--- config.mk ---
export PLATFORM = sky130hd
export DESIGN_NAME = start_done_sequencer
export DESIGN_NICKNAME = d
export VERILOG_FILES = /design/src/rtl/start_done_seq_pkg.sv /design/src/rtl/seq_down_timer.sv /design/src/rtl/start_done_sequencer.sv
export SDC_FILE = /design/constraint.sdc
export NUM_CORES = 1
export LEC_CHECK = 0
export CORE_MARGIN = 4
export CORE_UTILIZATION = 40
export DETAILED_ROUTE_END_ITERATION = 8
export GPL_TIMING_DRIVEN = 0
export PLACE_DENSITY = 0.71
export RECOVER_POWER = 25
export SYNTH_ARGS = -nofsm -noshare
export SYNTH_HDL_FRONTEND = slang
export SYNTH_HIERARCHICAL = 1
export SYNTH_SLANG_ARGS = --single-unit
export TNS_END_PERCENT = 10
--- constraint.sdc ---
create_clock -name clk -period 2.7 [get_ports clk]
set_clock_uncertainty 0.1 [all_clocks]
set_input_delay 0.54 -clock clk [delete_from_list [all_inputs] [get_ports clk]]
set_output_delay 0.54 -clock clk [all_outputs]
set_load 0.005 [all_outputs]
--- src/rtl/start_done_seq_pkg.sv ---
// rtl/start_done_seq_pkg.sv - shared types and widths for the start/done sequencer
// Purpose: sequencer state encoding, default counter widths, watchdog-disable value.
// Ports: none (package).
// Optional build macro used by the top: SEQ_CYCLE_COUNT_EN.
package start_done_seq_pkg;

  localparam int CNT_W        = 16;
  localparam int TMO_W        = 12;
  localparam int GAP_W        = 8;
  localparam int TMO_DISABLED = 0;

  typedef enum logic [2:0] {
    S_IDLE      = 3'd0,
    S_LAUNCH    = 3'd1,
    S_WAIT_DONE = 3'd2,
    S_GAP       = 3'd3,
    S_FINISH    = 3'd4,
    S_ERROR     = 3'd5
  } state_t;

endpackage

--- src/rtl/seq_down_timer.sv ---
// rtl/seq_down_timer.sv - loadable down counter with an expiry strobe
// Purpose: counts enabled cycles down from a loaded value.
// Ports:
//   clk, rst         clock, asynchronous active-high reset
//   load, load_value load the counter (load wins over enable)
//   enable           decrement while nonzero
//   expired          high in the enabled cycle that takes the count from 1 to 0,
//                    so a load of N expires in the N-th enabled cycle
module seq_down_timer #(
  parameter int WIDTH = 8
) (
  input  logic             clk,
  input  logic             rst,
  input  logic             load,
  input  logic [WIDTH-1:0] load_value,
  input  logic             enable,
  output logic             expired
);

  logic [WIDTH-1:0] count;

  always_ff @(posedge clk or posedge rst) begin
    if (rst) begin
      count <= '0;
    end else if (load) begin
      count <= load_value;
    end else if (enable && (count != '0)) begin
      count <= count - 1'b1;
    end
  end

  assign expired = enable && (count == WIDTH'(1));

endmodule

--- src/rtl/start_done_sequencer.sv ---
// rtl/start_done_sequencer.sv - runs a start/done datapath a programmed number of times
// Purpose: per run, pulse start, wait for a done rising edge under a watchdog,
//          then idle for a programmable gap. Optional macro SEQ_CYCLE_COUNT_EN
//          adds a saturating busy-cycle counter output total_cycles.
// Ports:
//   clk, rst        clock, asynchronous active-high reset
//   go, abort       sequence request (IDLE/ERROR only) and highest-priority stop
//   num_runs        runs per sequence, captured on accepted go
//   timeout_cycles  watchdog limit per run, 0 disables, captured on go
//   gap_cycles      idle cycles between runs, captured on go
//   start           registered one-cycle start pulse
//   done            datapath completion level (rising edge counts)
//   busy            high in LAUNCH, WAIT_DONE, GAP
//   runs_done       completed runs of the current/last sequence
//   seq_done        one-cycle pulse when all runs are complete
//   timeout_err     sticky watchdog expiry flag
//   total_cycles    (SEQ_CYCLE_COUNT_EN only) busy cycles of the current/last sequence
module start_done_sequencer #(
  parameter int CNT_W = start_done_seq_pkg::CNT_W,
  parameter int TMO_W = start_done_seq_pkg::TMO_W,
  parameter int GAP_W = start_done_seq_pkg::GAP_W
) (
  input  logic             clk,
  input  logic             rst,
  input  logic             go,
  input  logic             abort,
  input  logic [CNT_W-1:0] num_runs,
  input  logic [TMO_W-1:0] timeout_cycles,
  input  logic [GAP_W-1:0] gap_cycles,
  output logic             start,
  input  logic             done,
  output logic             busy,
  output logic [CNT_W-1:0] runs_done,
  output logic             seq_done,
  output logic             timeout_err
`ifdef SEQ_CYCLE_COUNT_EN
  ,
  output logic [31:0]      total_cycles
`endif
);

  import start_done_seq_pkg::*;

  state_t           state, state_nxt;
  logic             done_q;
  logic             done_rise;
  logic [CNT_W-1:0] num_cfg;
  logic [TMO_W-1:0] tmo_cfg;
  logic [GAP_W-1:0] gap_cfg;
  logic             go_ok, go_run, go_zero;
  logic [CNT_W-1:0] runs_inc;
  logic             last_run;
  logic             tmo_en;
  logic             wdog_exp;
  logic             gap_exp;

  assign done_rise = done & ~done_q;
  // abort shadows go; go is only heard when nothing is in flight
  assign go_ok     = go && !abort && ((state == S_IDLE) || (state == S_ERROR));
  assign go_run    = go_ok && (num_runs != '0);
  assign go_zero   = go_ok && (num_runs == '0);
  assign runs_inc  = runs_done + 1'b1;
  assign last_run  = (runs_inc == num_cfg);
  assign tmo_en    = (tmo_cfg != TMO_W'(TMO_DISABLED));
  assign busy      = (state == S_LAUNCH) || (state == S_WAIT_DONE) || (state == S_GAP);

  seq_down_timer #(.WIDTH(TMO_W)) u_wdog (
    .clk        (clk),
    .rst        (rst),
    .load       (state == S_LAUNCH),
    .load_value (tmo_cfg),
    .enable     (state == S_WAIT_DONE),
    .expired    (wdog_exp)
  );

  // Reloaded every WAIT_DONE cycle so the count is fresh on entry to GAP
  seq_down_timer #(.WIDTH(GAP_W)) u_gap (
    .clk        (clk),
    .rst        (rst),
    .load       (state == S_WAIT_DONE),
    .load_value (gap_cfg),
    .enable     (state == S_GAP),
    .expired    (gap_exp)
  );

  always_ff @(posedge clk or posedge rst) begin
    if (rst) begin
      state <= S_IDLE;
    end else begin
      state <= state_nxt;
    end
  end

  always_comb begin
    state_nxt = state;
    if (abort) begin
      state_nxt = S_IDLE;
    end else begin
      case (state)
        S_IDLE: begin
          if (go_run) state_nxt = S_LAUNCH;
        end
        S_LAUNCH: begin
          state_nxt = S_WAIT_DONE;
        end
        S_WAIT_DONE: begin
          // a done edge in the expiry cycle still counts as a completed run
          if (done_rise) begin
            if (last_run)              state_nxt = S_FINISH;
            else if (gap_cfg == '0)    state_nxt = S_LAUNCH;
            else                       state_nxt = S_GAP;
          end else if (tmo_en && wdog_exp) begin
            state_nxt = S_ERROR;
          end
        end
        S_GAP: begin
          if (gap_exp) state_nxt = S_LAUNCH;
        end
        S_FINISH: begin
          state_nxt = S_IDLE;
        end
        S_ERROR: begin
          if (go_run)       state_nxt = S_LAUNCH;
          else if (go_zero) state_nxt = S_IDLE;
        end
        default: begin
          state_nxt = S_IDLE;
        end
      endcase
    end
  end

  always_ff @(posedge clk or posedge rst) begin
    if (rst) begin
      done_q      <= 1'b0;
      start       <= 1'b0;
      seq_done    <= 1'b0;
      runs_done   <= '0;
      timeout_err <= 1'b0;
      num_cfg     <= '0;
      tmo_cfg     <= '0;
      gap_cfg     <= '0;
    end else begin
      done_q   <= done;
      // outputs are registered from the next state so they align with it
      start    <= (state_nxt == S_LAUNCH);
      seq_done <= (state_nxt == S_FINISH) || go_zero;
      if (go_run) begin
        num_cfg     <= num_runs;
        tmo_cfg     <= timeout_cycles;
        gap_cfg     <= gap_cycles;
        runs_done   <= '0;
        timeout_err <= 1'b0;
      end else begin
        if (go_zero && (state == S_ERROR)) timeout_err <= 1'b0;
        if ((state == S_WAIT_DONE) && !abort && done_rise) runs_done <= runs_inc;
        if ((state == S_WAIT_DONE) && (state_nxt == S_ERROR)) timeout_err <= 1'b1;
      end
    end
  end

`ifdef SEQ_CYCLE_COUNT_EN
  always_ff @(posedge clk or posedge rst) begin
    if (rst) begin
      total_cycles <= '0;
    end else if (go_ok) begin
      total_cycles <= '0;
    end else if (busy && (total_cycles != '1)) begin
      total_cycles <= total_cycles + 1'b1;
    end
  end
`endif

endmodule

# Word level (Yosys, flattened, before mapping)
# Index checks and enable logic that the tools add are counted.
[totals]
output_inout_bits = 20
reg_bits = 79
inputBits = 41
wordCells = 74
[classes]
n_reduce_logical = 29
n_mux = 19
n_addsub = 3
n_eq_ne = 10
n_bitwise = 2
[ops]
columns = ["operator", "count"]
rows = [
  ["two-way mux 16 bit", 2],
  ["two-way mux 12 bit", 2],
  ["two-way mux 3 bit", 8],
  ["nonzero test 12 bit", 2],
  ["adder 16 x 1 -> 16 bit (second input constant)", 1],
  ["equality test 16 bit", 1],
  ["zero test 16 bit", 1],
  ["two-way mux 8 bit", 2],
  ["nonzero test 16 bit", 1],
  ["case mux 3 bit (5 select lines)", 1],
  ["logical AND 1 bit", 13],
  ["equality test 12 x 1 -> 1 bit (second input constant)", 1],
  ["subtractor 12 x 1 -> 12 bit (second input constant)", 1],
  ["equality test 3 bit (second input constant)", 3],
  ["equality test 8 x 1 -> 1 bit (second input constant)", 1],
  ["zero test 8 bit", 1],
  ["nonzero test 8 bit", 1],
  ["subtractor 8 x 1 -> 8 bit (second input constant)", 1],
  ["equality test 3 x 1 -> 1 bit (second input constant)", 2],
  ["equality test 3 x 2 -> 1 bit (second input constant)", 2],
  ["nonzero test 2 bit", 3],
  ["logical OR 1 bit", 4],
  ["zero test 3 bit", 1],
  ["two-way mux 1 bit", 3],
  ["5 further kinds", 5],
]

# Logic depth before layout (Yosys ltp)
# Gate-level depths: netlist (run 1).
[depth]
depth_word = 12
ltp_mapped = 11
mapped_depth_nobuf = 11

# Modules after synthesis
# Netlist (run 1), hierarchy kept.
[by_module_without_submodules]
columns = ["module", "area_each_um2", "cells_each", "instances", "seq_area_each_um2"]
rows = [
  ["start_done_sequencer", 3083.0, 291, 1, 1476.4],
  ["seq_down_timer at u_wdog", 854.6, 92, 1, 300.3],
  ["seq_down_timer at u_gap", 614.3, 72, 1, 200.2],
]

# Worst setup path after synthesis (run 1)
# No wires, ideal clock.
[synth_path]
path_kind = "register -> register"
start = "register runs_done[0]"
end = "register start"
setup_time_ps = 96
path_buffers = 0
synth_period_minus_slack_ps = 2729
setup_slack_ps = -29
stages_incl_launch_ff = 9
t_arrival_ps = 2533
required_ps = 2504
cell_sequence = "dfrtp_1 -> ha_1 -> nand3_1 -> nor4_1 -> xnor2_1 -> o21ai_2 -> or4_4 -> a31o_1 -> nor4_2"
[synth_between]
elab_chain_len = 7
[synth_lines]
columns = ["item", "line_no", "text"]
rows = [
  ["start, declared", "start_done_sequencer.sv:33", "output logic [CNT_W-1:0] runs_done,"],
  ["start signal, assigned", "start_done_sequencer.sv:156", "if ((state == S_WAIT_DONE) && !abort && done_rise) runs_done <= runs_inc;"],
  ["adder 16 x 1 -> 16 bit", "start_done_sequencer.sv:62", "assign runs_inc = runs_done + 1'b1;"],
  ["equality test 16 bit", "start_done_sequencer.sv:63", "assign last_run = (runs_inc == num_cfg);"],
  ["two-way mux 3 bit", "start_done_sequencer.sv:109", "if (last_run) state_nxt = S_FINISH;"],
  ["two-way mux 3 bit", "start_done_sequencer.sv:108", "if (done_rise) begin"],
  ["case mux 3 bit (5 select lines)", "start_done_sequencer.sv:99", "case (state)"],
  ["two-way mux 3 bit", "start_done_sequencer.sv:96", "if (abort) begin"],
  ["net state_nxt[1]", "start_done_sequencer.sv:44", "state_t state, state_nxt;"],
  ["equality test 3 x 1 -> 1 bit", "start_done_sequencer.sv:146", "start <= (state_nxt == S_LAUNCH);"],
  ["end signal, assigned", "start_done_sequencer.sv:146", ""],
  ["end, declared", "start_done_sequencer.sv:30", "output logic start,"],
]
# The timed path passes the listed nets, and every way through them passes these cells.
# A chain may end at the register's enable or synchronous reset.

# Worst setup path after layout (run 1)
[layout_path]
start = "register runs_done[1]"
end = "register start"
# Same word-level chain as after synthesis.

==> metrics.md, run 1 <==
| Metric | Value |
|---|---|
| Outcome | finished clean |
| Worst Slack Setup Final | 0.009757 ns |
| Share of the synthesized area in the top cell type | 43.43% |
| Unrepaired setup endpoints after global routing | true |
| Post-CTS Hold Buffers | 0 |
| Leak Pwr | 2.268 nW |
| Die height | 114.7 um |
| Buffer levels on the longest clock path | 2 |
| First-pass GRT wire length | 18.98 mm |
| Final setup fails | 0 |
| Clock tree sinks | slightly below 80 |
| Routed Antenna Nets | 0 |
| Highest fanout seen on the critical path | 6 |
| Synth-to-layout area growth | 27.32% |
| Synth warn | 6 |
| DR vias | 3836 |
| H-tree levels | 3 |
| Post-synthesis cell count | 455 |
| Initial DRC count | 305 |
| Syn Nets | 503 |
| Max_slew headroom | 21.74% |
| VDD IR max | 396.1 uV |
| Post-Layout Cell Count | 676 |
| Hold Fails Final Rpt | 0 |
| Largest stage delay on the critical path | 0.58 ns |
| Sequential area share after synthesis | a little over two fifths |
| Reg2Reg Setup Slack | ~0.0098 ns |
| Row count | 38 |
| RD Place Congestion | 0.8556 |
| Synth top area cells | dfrtp_1, mux2_2, o21ai_0 |
| Fmax | 371.7 MHz |
| Cell Chain, Critical Path | ha_2 -> and3_2 -> and3_4 -> xnor3_1 -> nand4_1 -> or4_4 -> a31o_1 -> nor4_2 |
| Crit end category | flip-flop |
| I/O pin count | 61 |
| Met3 wire length | 583 um |
| Core ar. | 0.01098 mm^2 |
| HP Class | flip-flop to flip-flop |
| Startpoint Class | flip-flop |
| WL per Instance | 16.98 um |
| DP Wirelength | 8.254 mm |
| Starting Density | 41.44% |
| Iteration count of the initial detailed-routing pass | 4 |
| Share of cells above drive strength 1 | 20.34% |
| Predominant post-synthesis flop cell | dfrtp_1 |
| Fraction of registers with async set or reset after synthesis | 100.0% |
| Post-Route WL | 11.48 mm |
| Number of synthesized flops with an enable pin | 0 |
| CTS Buf Count | 9 |
| Antenna violations before repair | 0 |
| Critical path type | flip-flop to flip-flop |
| Dpl ws | -1.003 ns |
| Core Util, Final | 52.77% |
| Number of port buffers | 59 |
| Syn Std Cell Area | 0.004552 mm^2 |
| Largest net degree at the start of global routing | 36 |
| Worst skew pair latency | 0.34 ns |
| Pwr Density | 664.6 mW/mm^2 |
| Synth area leader | dfrtp_1 |
| CTS tree | built |
| GRT Overall Usage | a little under a fifth |
| Distinct cells, synth | 73 |
| Grt total ovfl | 0 |
| Vias/cell | between 5 and 6 |
| Die span in x | 114.7 um |
| Max_cap viols | 0 |
| # diodes | 0 |
| M1 WL | about 5.0 mm |
| Metal2 WL | roughly 5.8 mm |
| Dpl cells | about 660 |
| Highest metal used | met4 |
| WP data arrival | 2.82 ns |
| Die area | ~0.013 mm^2 |
| Clock slew at reported path FFs | 0.06 ns |
| Worst hold margin | 0.4265 ns |
| #FFs+latches synth | 79 |
| Max-slew violations | 0 |
| Slowest-stage cell, CP | or4_4 |
| Nets | between 500 and 600 |
| Req. time, crit path | ~2.8 ns |
| Tightest Pin Transition | 1.165 ns |
| Vias in the first global route | 3820 |
| CTS root buf | clkbuf_16 |
| Syn avg cell area | approximately 10 um^2 |
| Period utilization | approximately 100% |
| Remaining DRCs | 0 |
| Final Critical Period | 2.690 ns |
-- cells in the final DEF (no fill, tap or decap), types with 3 or more instances in the layout --
cell / netlist / routed
clkdlybuf4s50_1: 0 / 58
xnor2_1: 16 / 16
o31ai_1: 5 / 5
inv_1: 18 / 17
clkbuf_1: 12 / 11
or3_1: 5 / 5
nor4_2: 1 / 5
buf_4: 1 / 8
a41oi_1: 3 / 3
nor2b_1: 5 / 5
o211ai_1: 3 / 3
nand2_1: 36 / 36
clkbuf_16: 0 / 9
mux2_2: 37 / 37
clkinv_2: 0 / 3
a2bb2oi_1: 3 / 3
dfrtp_2: 0 / 3
and2_1: 3 / 3
ha_1: 7 / 6
nand3_1: 16 / 14
o21ai_1: 2 / 3
nor3b_1: 3 / 3
nor4_4: 1 / 4
dfrtp_1: 79 / 76
xor2_1: 10 / 10
nand2b_1: 5 / 5
mux2i_1: 3 / 3
buf_2: 2 / 3
nor2_1: 25 / 23
o21a_1: 3 / 3
a21oi_1: 12 / 12
nor4_1: 20 / 13
a31oi_1: 5 / 4
nand4_1: 8 / 8
buf_6: 4 / 4
o21ai_0: 36 / 35
nor3_1: 17 / 16
-- layer usage --
layer / GRT usage (%) / up-vias
met5: 0 / -
met4: 4.117 / 0
met3: 5.550 / 14
met2: 30.11 / 114
met1: 23.67 / 1897
li1: - / 1811
-- cells in the mapped netlist, drive strengths merged, types with 7 or more instances --
cell type and count:
clkbuf 13, nor2 25, xor2 11, dfrtp 79, nand3 16, nor4 22, nand4 8, inv 19
xnor2 16, mux2 37, nand2 36, nor3 17, o21ai 39, a21oi 12, ha 7, buf 8
-- kinds of logic (layout without fill, tap and decap cells) --
family / count (synthesis) / after routing / synth area share, %
DFF: 79 / 79 / 43.43
and+or+nand+nor: 169 / 169 / 20.92
xor gates and xnor gates: 28 / 28 / 5.855
AOI/OAI and AO/OA: 92 / 92 / 13.74
buffers and inverters: 40 / 121 / 4.315
muxes: 40 / 40 / 9.813
adders and majority gates: 7 / 7 / 1.924
-- what timing repair did --
action,CTS,global route
pin swaps,4,1
gates resized for setup,18,13
buffers inserted,1,5
setup endpoints to repair,54,24
-- final timing paths --
path                                           from                          end  depth (start not counted)
setup / recovery           runs_done[1]$_DFFE_PP0P_              start$_DFF_PP0_                          8
hold / removal               tmo_cfg[5]$_DFFE_PP0P_  u_wdog/count[5]$_DFFE_PP0P_                          2
setup reg to reg           runs_done[1]$_DFFE_PP0P_              start$_DFF_PP0_                          8
min in group asynchronous                       rst   u_gap/count[6]$_DFFE_PP0P_                          2
hold reg to reg              tmo_cfg[5]$_DFFE_PP0P_  u_wdog/count[5]$_DFFE_PP0P_                          2
max in group asynchronous                       rst     runs_done[0]$_DFFE_PP0P_                          3
-- flip-flops by register name, indices dropped and copies added (netlist names) --
| signal | cells |
|---|---|
| num_cfg | 16 |
| runs_done | 16 |
| tmo_cfg | 12 |
| u_wdog/count | 12 |
| gap_cfg | 8 |
| u_gap/count | 8 |
| state | 3 |
| done_q | 1 |
| seq_done | 1 |
| start | 1 |
| timeout_err | 1 |
-- per-stage QoR --
| step | total power [mW] | TNS [ns] | area, um^2 |
|---|---|---|---|
| finish | 3.852 | 0 | 5796 |
| global route | 4.081 | -0.04420 | 5796 |
| CTS | 3.869 | -0.02148 | 5717 |
| detailed placement | 2.631 | -33.82 | 5344 |
| global placement | 2.582 | -67.56 | 5324 |
| floorplan | 2.339 | 0 | 4558 |
-- area by class of cell --
type,count,area [um^2]
fill,980,5187
multi-input combinational,336,2494
sequential,79,1981
timing repair buffer,66,655.6
clock buffer,12,246.5
tap,140,175.2
buffer,20,127.6
inverter,19,71.32
clock inverter,4,45.04
-- power by group --
group	total, mW	leakage, nW	internal (mW)	switching [mW]
registers	1.74	0.963	1.43	0.305
logic	0.916	1.16	0.483	0.433
clock network	1.20	0.146	0.737	0.463
-- critical path: cells and delay by family (launching register included) --
family / cells / cell delay (ns)
adder cells (fa/ha/maj): 1 / 0.23
XOR/XNOR: 1 / 0.19
AO/OA/AOI/OAI: 1 / 0.27
AND/OR/NAND/NOR: 5 / 1.34
flip-flops: 1 / 0.45
Note: power is estimated with default switching activity, not from simulation.
==> run 2, diff against run 1 <==
Settings changed: SLEW_MARGIN set to 20.
==> run 2 against run 1 <==
  * Non-clock buffer count is 8 higher
  * Routed wire length is 0.62% higher
  * Global-route usage is 0.22 points lower
  * Sequential power hardly changed
  * Via count is 0.89% higher
  * Design area is 2.6% higher
  * Power is 3.6% higher
  * Largest cell class unchanged
  * Setup slack better by 0.035 ns
  * Critical path depth stayed put
  * Sequential share of layout area is 0.81 points lower
  * Hold slack worse by 0.0030 ns
==> metrics.md, run 2 (same netlist as run 1, synthesis figures left out) <==
| Metric | Value |
|---|---|
| Vias/cell | 5.658 (-0.29%) |
| Clock slew at reported path FFs | 0.06 ns (about the same) |
| FF-to-FF Start | runs_done[1]$_DFFE_PP0P_ |
| Row count | 38 (unchanged) |
| Number of port buffers | 59 (unchanged) |
| Final setup fails | 0 (unchanged) |
| Die span in x | 114.7 um (unchanged) |
| Req. time, crit path | 2.83 ns (about the same) |
| Startpoint Class | flip-flop |
| Hold Fails Final Rpt | 0 (unchanged) |
| Antenna violations before repair | 0 (unchanged) |
| Starting Density | 41.44% (unchanged) |
| DR vias | 3870 (+0.89%) |
| DP Wirelength | 8.173 mm (-0.99%) |
| Core ar. | 0.01098 mm^2 (unchanged) |
| # diodes | 0 (unchanged) |
| Critical path type | flip-flop to flip-flop |
| Worst Hold Path EP | u_wdog/count[4]$_DFFE_PP0P_ |
| Reg-to-reg endpoint | start$_DFF_PP0_ |
| Fmax | 376.6 MHz (+1.3%) |
| Grt total ovfl | 0 (unchanged) |
| Reg2Reg Setup Slack | 0.04 ns (+0.04 ns) |
| WP data arrival | 2.78 ns (-0.04 ns) |
| Max-slew violations | 0 (unchanged) |
| Crit end category | flip-flop |
| Vias in the first global route | 3819 (-0.026%) |
| Worst skew pair latency | 0.34 ns (about the same) |
| Remaining DRCs | 0 (unchanged) |
| Share of cells above drive strength 1 | 22.79% (+2.5 points) |
| FF-to-FF path depth | 8 (unchanged) |
| GRT Overall Usage | 18.05% (-0.22 points) |
| Filler cells | 966 (-1.4%) |
| Unrepaired setup endpoints after global routing | true |
| CTS Buf Count | 9 (unchanged) |
| Clock tree sinks | 79 (unchanged) |
| Period utilization | 98.34% (-1.3 points) |
| Outcome | finished clean |
| Hold-critical path depth | 2 (unchanged) |
| WL per Instance | 16.89 um (-0.56%) |
| Core Util, Final | 54.16% (+1.4 points) |
| Die height | 114.7 um (unchanged) |
| Tot Pwr | 3.990 mW (+3.6%) |
| Iteration count of the initial detailed-routing pass | 5 (+1) |
| CTS root buf | clkbuf_16 |
| VDD IR max | 395.9 uV (about the same) |
| Highest fanout seen on the critical path | 6 (unchanged) |
| Largest regs | num_cfg: 16 flops, runs_done: 16 flops |
| CTS tree | built |
| H-tree levels | 3 (unchanged) |
| Tightest Pin Transition | 0.7048 ns (-0.4602 ns) |
| Final Critical Period | 2.655 ns (-0.03502 ns) |
| Post-Route WL | 11.55 mm (+0.62%) |
| Die area | 0.01315 mm^2 (unchanged) |
| First-pass GRT wire length | 18.90 mm (-0.43%) |
| Synth-to-layout area growth | 30.68% |
| Nets | 587 (+1.4%) |
| Most common cell after layout, fill and taps aside | dfrtp_1 |
| Worst hold margin | 0.4235 ns (-0.002960 ns) |
| Pwr Density | 670.8 mW/mm^2 (+0.94%) |
| Max_slew headroom | 52.76% (+31 points) |
| Buffer levels on the longest clock path | 2 (unchanged) |
| I/O pin count | 61 (unchanged) |
| RD Place Congestion | 0.8556 (unchanged) |
| Initial DRC count | 291 (-4.6%) |
| Max_cap viols | 0 (unchanged) |
| HP Class | flip-flop to flip-flop |
| Dpl cells | 655 (unchanged) |
| Largest net degree at the start of global routing | 56 (+56%) |
| Routed Antenna Nets | 0 (unchanged) |
| Leak Pwr | 2.360 nW (+4.1%) |
| Min-delay src | tmo_cfg[4]$_DFFE_PP0P_ |
| Post-CTS Hold Buffers | 0 (unchanged) |
| Most frequent cells in the layout | dfrtp_1, clkdlybuf4s50_1, mux2_2 |
| Post-Layout Cell Count | 684 (+1.2%) |
==> run 2: routing by layer <==
metal | vias to the layer above | GRT usage [%] | wire length (um)
met2 | 120 | 29.96 | 5814
met3 | 11 | 5.550 | 667
met5 | - | 0 | 0
met1 | 1901 | 22.91 | 4973
li1 | 1838 | - | -
met4 | 0 | 4.671 | 96
==> run 2: power breakdown <==
part | switching, mW | leakage (nW) | internal [mW]
combinational | 0.447 | 1.24 | 0.487
sequential | 0.307 | 0.958 | 1.43
clock | 0.460 | 0.160 | 0.859
total | 1.21 | 2.36 | 2.78
==> run 2: worst max path at each step <==
stage | start | end | slack, ns | cells after the start
after global routing | runs_done[2]$_DFFE_PP0P_ | start$_DFF_PP0_ | -0.05 | 9
after global placement | num_runs[12] | num_cfg[9]$_DFFE_PP0P_ | -0.97 | 8
final | runs_done[1]$_DFFE_PP0P_ | start$_DFF_PP0_ | 0.04 | 8
after floorplan | runs_done[0]$_DFFE_PP0P_ | start$_DFF_PP0_ | 0.06 | 8
after CTS | runs_done[0]$_DFFE_PP0P_ | start$_DFF_PP0_ | -0.02 | 8
after detailed placement | num_runs[12] | num_cfg[9]$_DFFE_PP0P_ | -1.03 | 8
==> run 2: area by class of cell <==
| type | instances | area, um^2 | area share, % |
|---|---|---|---|
| Multi-Input combinational cell | 336 | 2532 | 42.57 |
| Tap cell | 140 | 175.2 | 2.945 |
| Clock inverter | 3 | 65.06 | 1.094 |
| Buffer | 19 | 123.9 | 2.082 |
| Inverter | 19 | 72.57 | 1.220 |
| Sequential cell | 79 | 1984 | 33.36 |
| Timing Repair Buffer | 75 | 734.5 | 12.35 |
| Clock buffer | 13 | 260.3 | 4.375 |
==> run 2: worst max-delay path, stage by stage (launching register included) <==
cell and delay, ns:
dfrtp_2 0.43, ha_4 0.19, and3_2 0.25, nand3_1 0.09, a211oi_1 0.34, o21ai_2 0.10
or4_4 0.52, a31o_1 0.26, nor4_2 0.26
==> run 2: stage by stage <==
stage | cell area [um^2] | worst slack (ns) | TNS (ns)
detailed placement | 5354 | -1.026 | -34.46
CTS | 5761 | -0.02497 | -0.02497
global route | 5948 | -0.04608 | -0.1124
finish | 5948 | 0.04478 | 0
global placement | 5324 | -0.9725 | -67.56
floorplan | 4558 | 0.05538 | 0
==> run 2: repair_timing <==
action                                  CTS  global route
gates resized for setup                  18            22
endpoints found under the hold margin     0             0
setup buffers                             1            14
endpoints found under the setup margin   54            44
pin swaps                                 4            11
==> run 3, diff against run 2 <==
Settings changed: CORE_MARGIN 4 to unset, CORE_UTILIZATION 40 to 50, CTS_CLUSTER_SIZE set to 30, PLACE_DENSITY 0.71 to 0.84.
==> run 3 against run 2 <==
  * The run now ends with setup timing left
  * Utilization increased by 11 points
  * Die area decreased by 28%
  * Sequential cell count unchanged
  * Final cell count decreased by 6.0%
  * Register-to-register slack got worse by 0.09 ns
  * Clock power decreased by 26%
  * Power decreased by 9.1%
  * Critical path type is now primary input to flip-flop
  * Largest cell class unchanged
  * Largest power group unchanged
  * Highest routed layer unchanged
==> metrics.md, run 3 (same netlist as run 1, synthesis figures left out) <==
| Metric | Value |
|---|---|
| Tot Pwr | 3.627 mW (-9.1%) |
| Core ar. | 0.008763 mm^2 (-20%) |
| Initial DRC count | 253 (-13%) |
| Share of cells above drive strength 1 | 20.00% (-2.8 points) |
| Placed inst area | 0.005314 mm^2 (-0.75%) |
| CTS Buf Count | 9 (unchanged) |
| Die span in x | 97.42 um (-15%) |
| Post-Route WL | 11.24 mm (-2.7%) |
| Fin Setup TNS | -0.04420 ns (-0.04420 ns) |
| Largest regs | num_cfg: 16 flops, runs_done: 16 flops |
| Final Critical Period | 2.744 ns (+0.08898 ns) |
| Antenna violations before repair | 0 (unchanged) |
| Highest fanout seen on the critical path | 4 (-2) |
| Min-delay src | num_cfg[6]$_DFFE_PP0P_ |
| Clock slew at reported path FFs | 0.08 ns (+0.02 ns) |
| Fin area | 0.005679 mm^2 (-4.5%) |
| GRT Overall Usage | 24.50% (+6.4 points) |
| Startpoint Class | primary input |
| Most common cell after layout, fill and taps aside | dfrtp_1 |
| VDD IR max | 292.8 uV (-26%) |
| Failing checks | setup timing |
| Number of port buffers | 59 (unchanged) |
| Vias/cell | 6.096 (+7.8%) |
| Post-CTS Hold Buffers | 0 (unchanged) |
| Critical path type | primary input to flip-flop |
| CTS root buf | clkbuf_8 |
| Routed Antenna Nets | 0 (unchanged) |
| Vias in the first global route | 3926 (+2.8%) |
| DP Wirelength | 8.034 mm (-1.7%) |
| WL per Instance | 17.49 um (+3.5%) |
| Worst setup path start | done |
| Die area | 0.009490 mm^2 (-28%) |
| Die height | 97.42 um (-15%) |
| RD Place Congestion | 0.9173 (+7.2%) |
| Max-slew violations | 0 (unchanged) |
| Buffer levels on the longest clock path | 2 (unchanged) |
| Grt met1 use | 30.59% (+7.7 points) |
| Unrepaired setup endpoints after global routing | true |
| DR vias | 3920 (+1.3%) |
| First-pass GRT wire length | 18.44 mm (-2.4%) |
| Req. time, crit path | 2.87 ns (+0.04 ns) |
| Hold Fails Final Rpt | 0 (unchanged) |
| Cell Chain, Critical Path | clkdlybuf4s50_1 -> nand2b_1 -> nor4_1 -> nand4_1 -> or4_4 -> a31o_1 -> nor4_2 |
| Worst Slack Setup Final | -0.04420 ns (-0.08898 ns) |
| Outcome | complete, but fails checks |
| Max_cap viols | 0 (unchanged) |
| Crit end category | flip-flop |
| Clock tree sinks | 79 (unchanged) |
| H-tree levels | 3 (unchanged) |
| Core Util, Final | 64.81% (+11 points) |
| Worst skew pair latency | 0.36 ns (+0.02 ns) |
| Synth-to-layout area growth | 24.77% |
| Nets | 579 (-1.4%) |
| # diodes | 0 (unchanged) |
| I/O pin count | 61 (unchanged) |
| FF-to-FF Start | runs_done[0]$_DFFE_PP0P_ |
| Most frequent cells in the layout | dfrtp_1, clkdlybuf4s50_1, mux2_2 |
| Largest stage delay on the critical path | 0.57 ns (+0.05 ns) |
| Iteration count of the initial detailed-routing pass | 6 (+1) |
| Leak Pwr | 2.242 nW (-5.0%) |
| Remaining DRCs | 0 (unchanged) |
| Tightest Pin Transition | 1.246 ns (+0.5415 ns) |
| Fmax | 364.4 MHz (-3.2%) |
| GRT Max-Usage Layer | met2 |
| Met2 usage | 40.83% (+11 points) |
| Largest net degree at the start of global routing | 51 (-8.9%) |
| Filler cells | 709 (-27%) |
| WP data arrival | 2.91 ns (+0.13 ns) |
| Grt total ovfl | 0 (unchanged) |
| CTS tree | built |
| Row count | 34 (-11%) |
| Pwr Density | 638.7 mW/mm^2 (-4.8%) |
| Final setup fails | 1 (+1) |
| Starting Density | 51.94% (+10 points) |
| Multi-input gate area | 0.002507 mm^2 (-0.99%) |
| Storage element area | 0.001981 mm^2 (-0.19%) |
| Period utilization | 101.6% (+3.3 points) |
| Met3 GRT Util | 4.748% (-0.80 points) |
| HP Class | flip-flop to flip-flop |
| Slowest-stage cell, CP | or4_4 |
| Max_slew headroom | 16.92% (-36 points) |
## run 3: path summary, 6_finish.rpt
check                           slack (ns)                         end  cells after the start
worst min-delay path                  0.43      num_cfg[6]$_DFFE_PP0P_                      1
worst max-delay path                 -0.04             start$_DFF_PP0_                      7
worst max register to register       -0.04             start$_DFF_PP0_                      8
worst min register to register        0.43      num_cfg[6]$_DFFE_PP0P_                      1
max in group asynchronous             0.32    runs_done[0]$_DFFE_PP0P_                      3
min in group asynchronous             0.54  u_gap/count[6]$_DFFE_PP0P_                      2
## run 3: repair_timing
action | 4_1_cts | 5_1_grt
buffers inserted | 1 | 5
gates cloned | 0 | 0
endpoints found under the setup margin | 52 | 20
gates resized for setup | 21 | 10
pin swaps | 3 | 4
## run 3: through the flow
stage	hold WS [ns]	worst slack (ns)	std cells
finish	0.4287	-0.04420	643
global route	0.4475	-0.1820	643
CTS	0.3833	-0.03244	639
detailed placement	0.4095	-0.9411	623
global placement	0.4032	-0.9241	622
floorplan	0.2557	0.05538	455
## run 3: layout make-up
type | count | share of cell area (%)
tap | 108 | 2.379
clock buffer | 12 | 2.556
multi-input combinational | 336 | 44.15
clock inverter | 3 | 1.190
inverter | 19 | 1.278
timing repair buffer | 66 | 11.32
buffer | 20 | 2.247
sequential | 79 | 34.88
## run 3: power by group
part / internal, mW / switching, mW
Sequential: 1.43 / 0.313
Clock: 0.542 / 0.434
Combinational: 0.477 / 0.433
## run 3: layer usage
metal  wire, um  vias to the layer above
met5          0                        -
met4        342                        0
met3        600                       34
met2       5595                      152
met1       4706                     1920
li1           -                     1814
## run 3: critical path: cells and delay by family
family                 cells  cell delay, ns
AOI/OAI and AO/OA          1            0.26
and+or+nand+nor            5            1.57
buffers and inverters      1            0.52
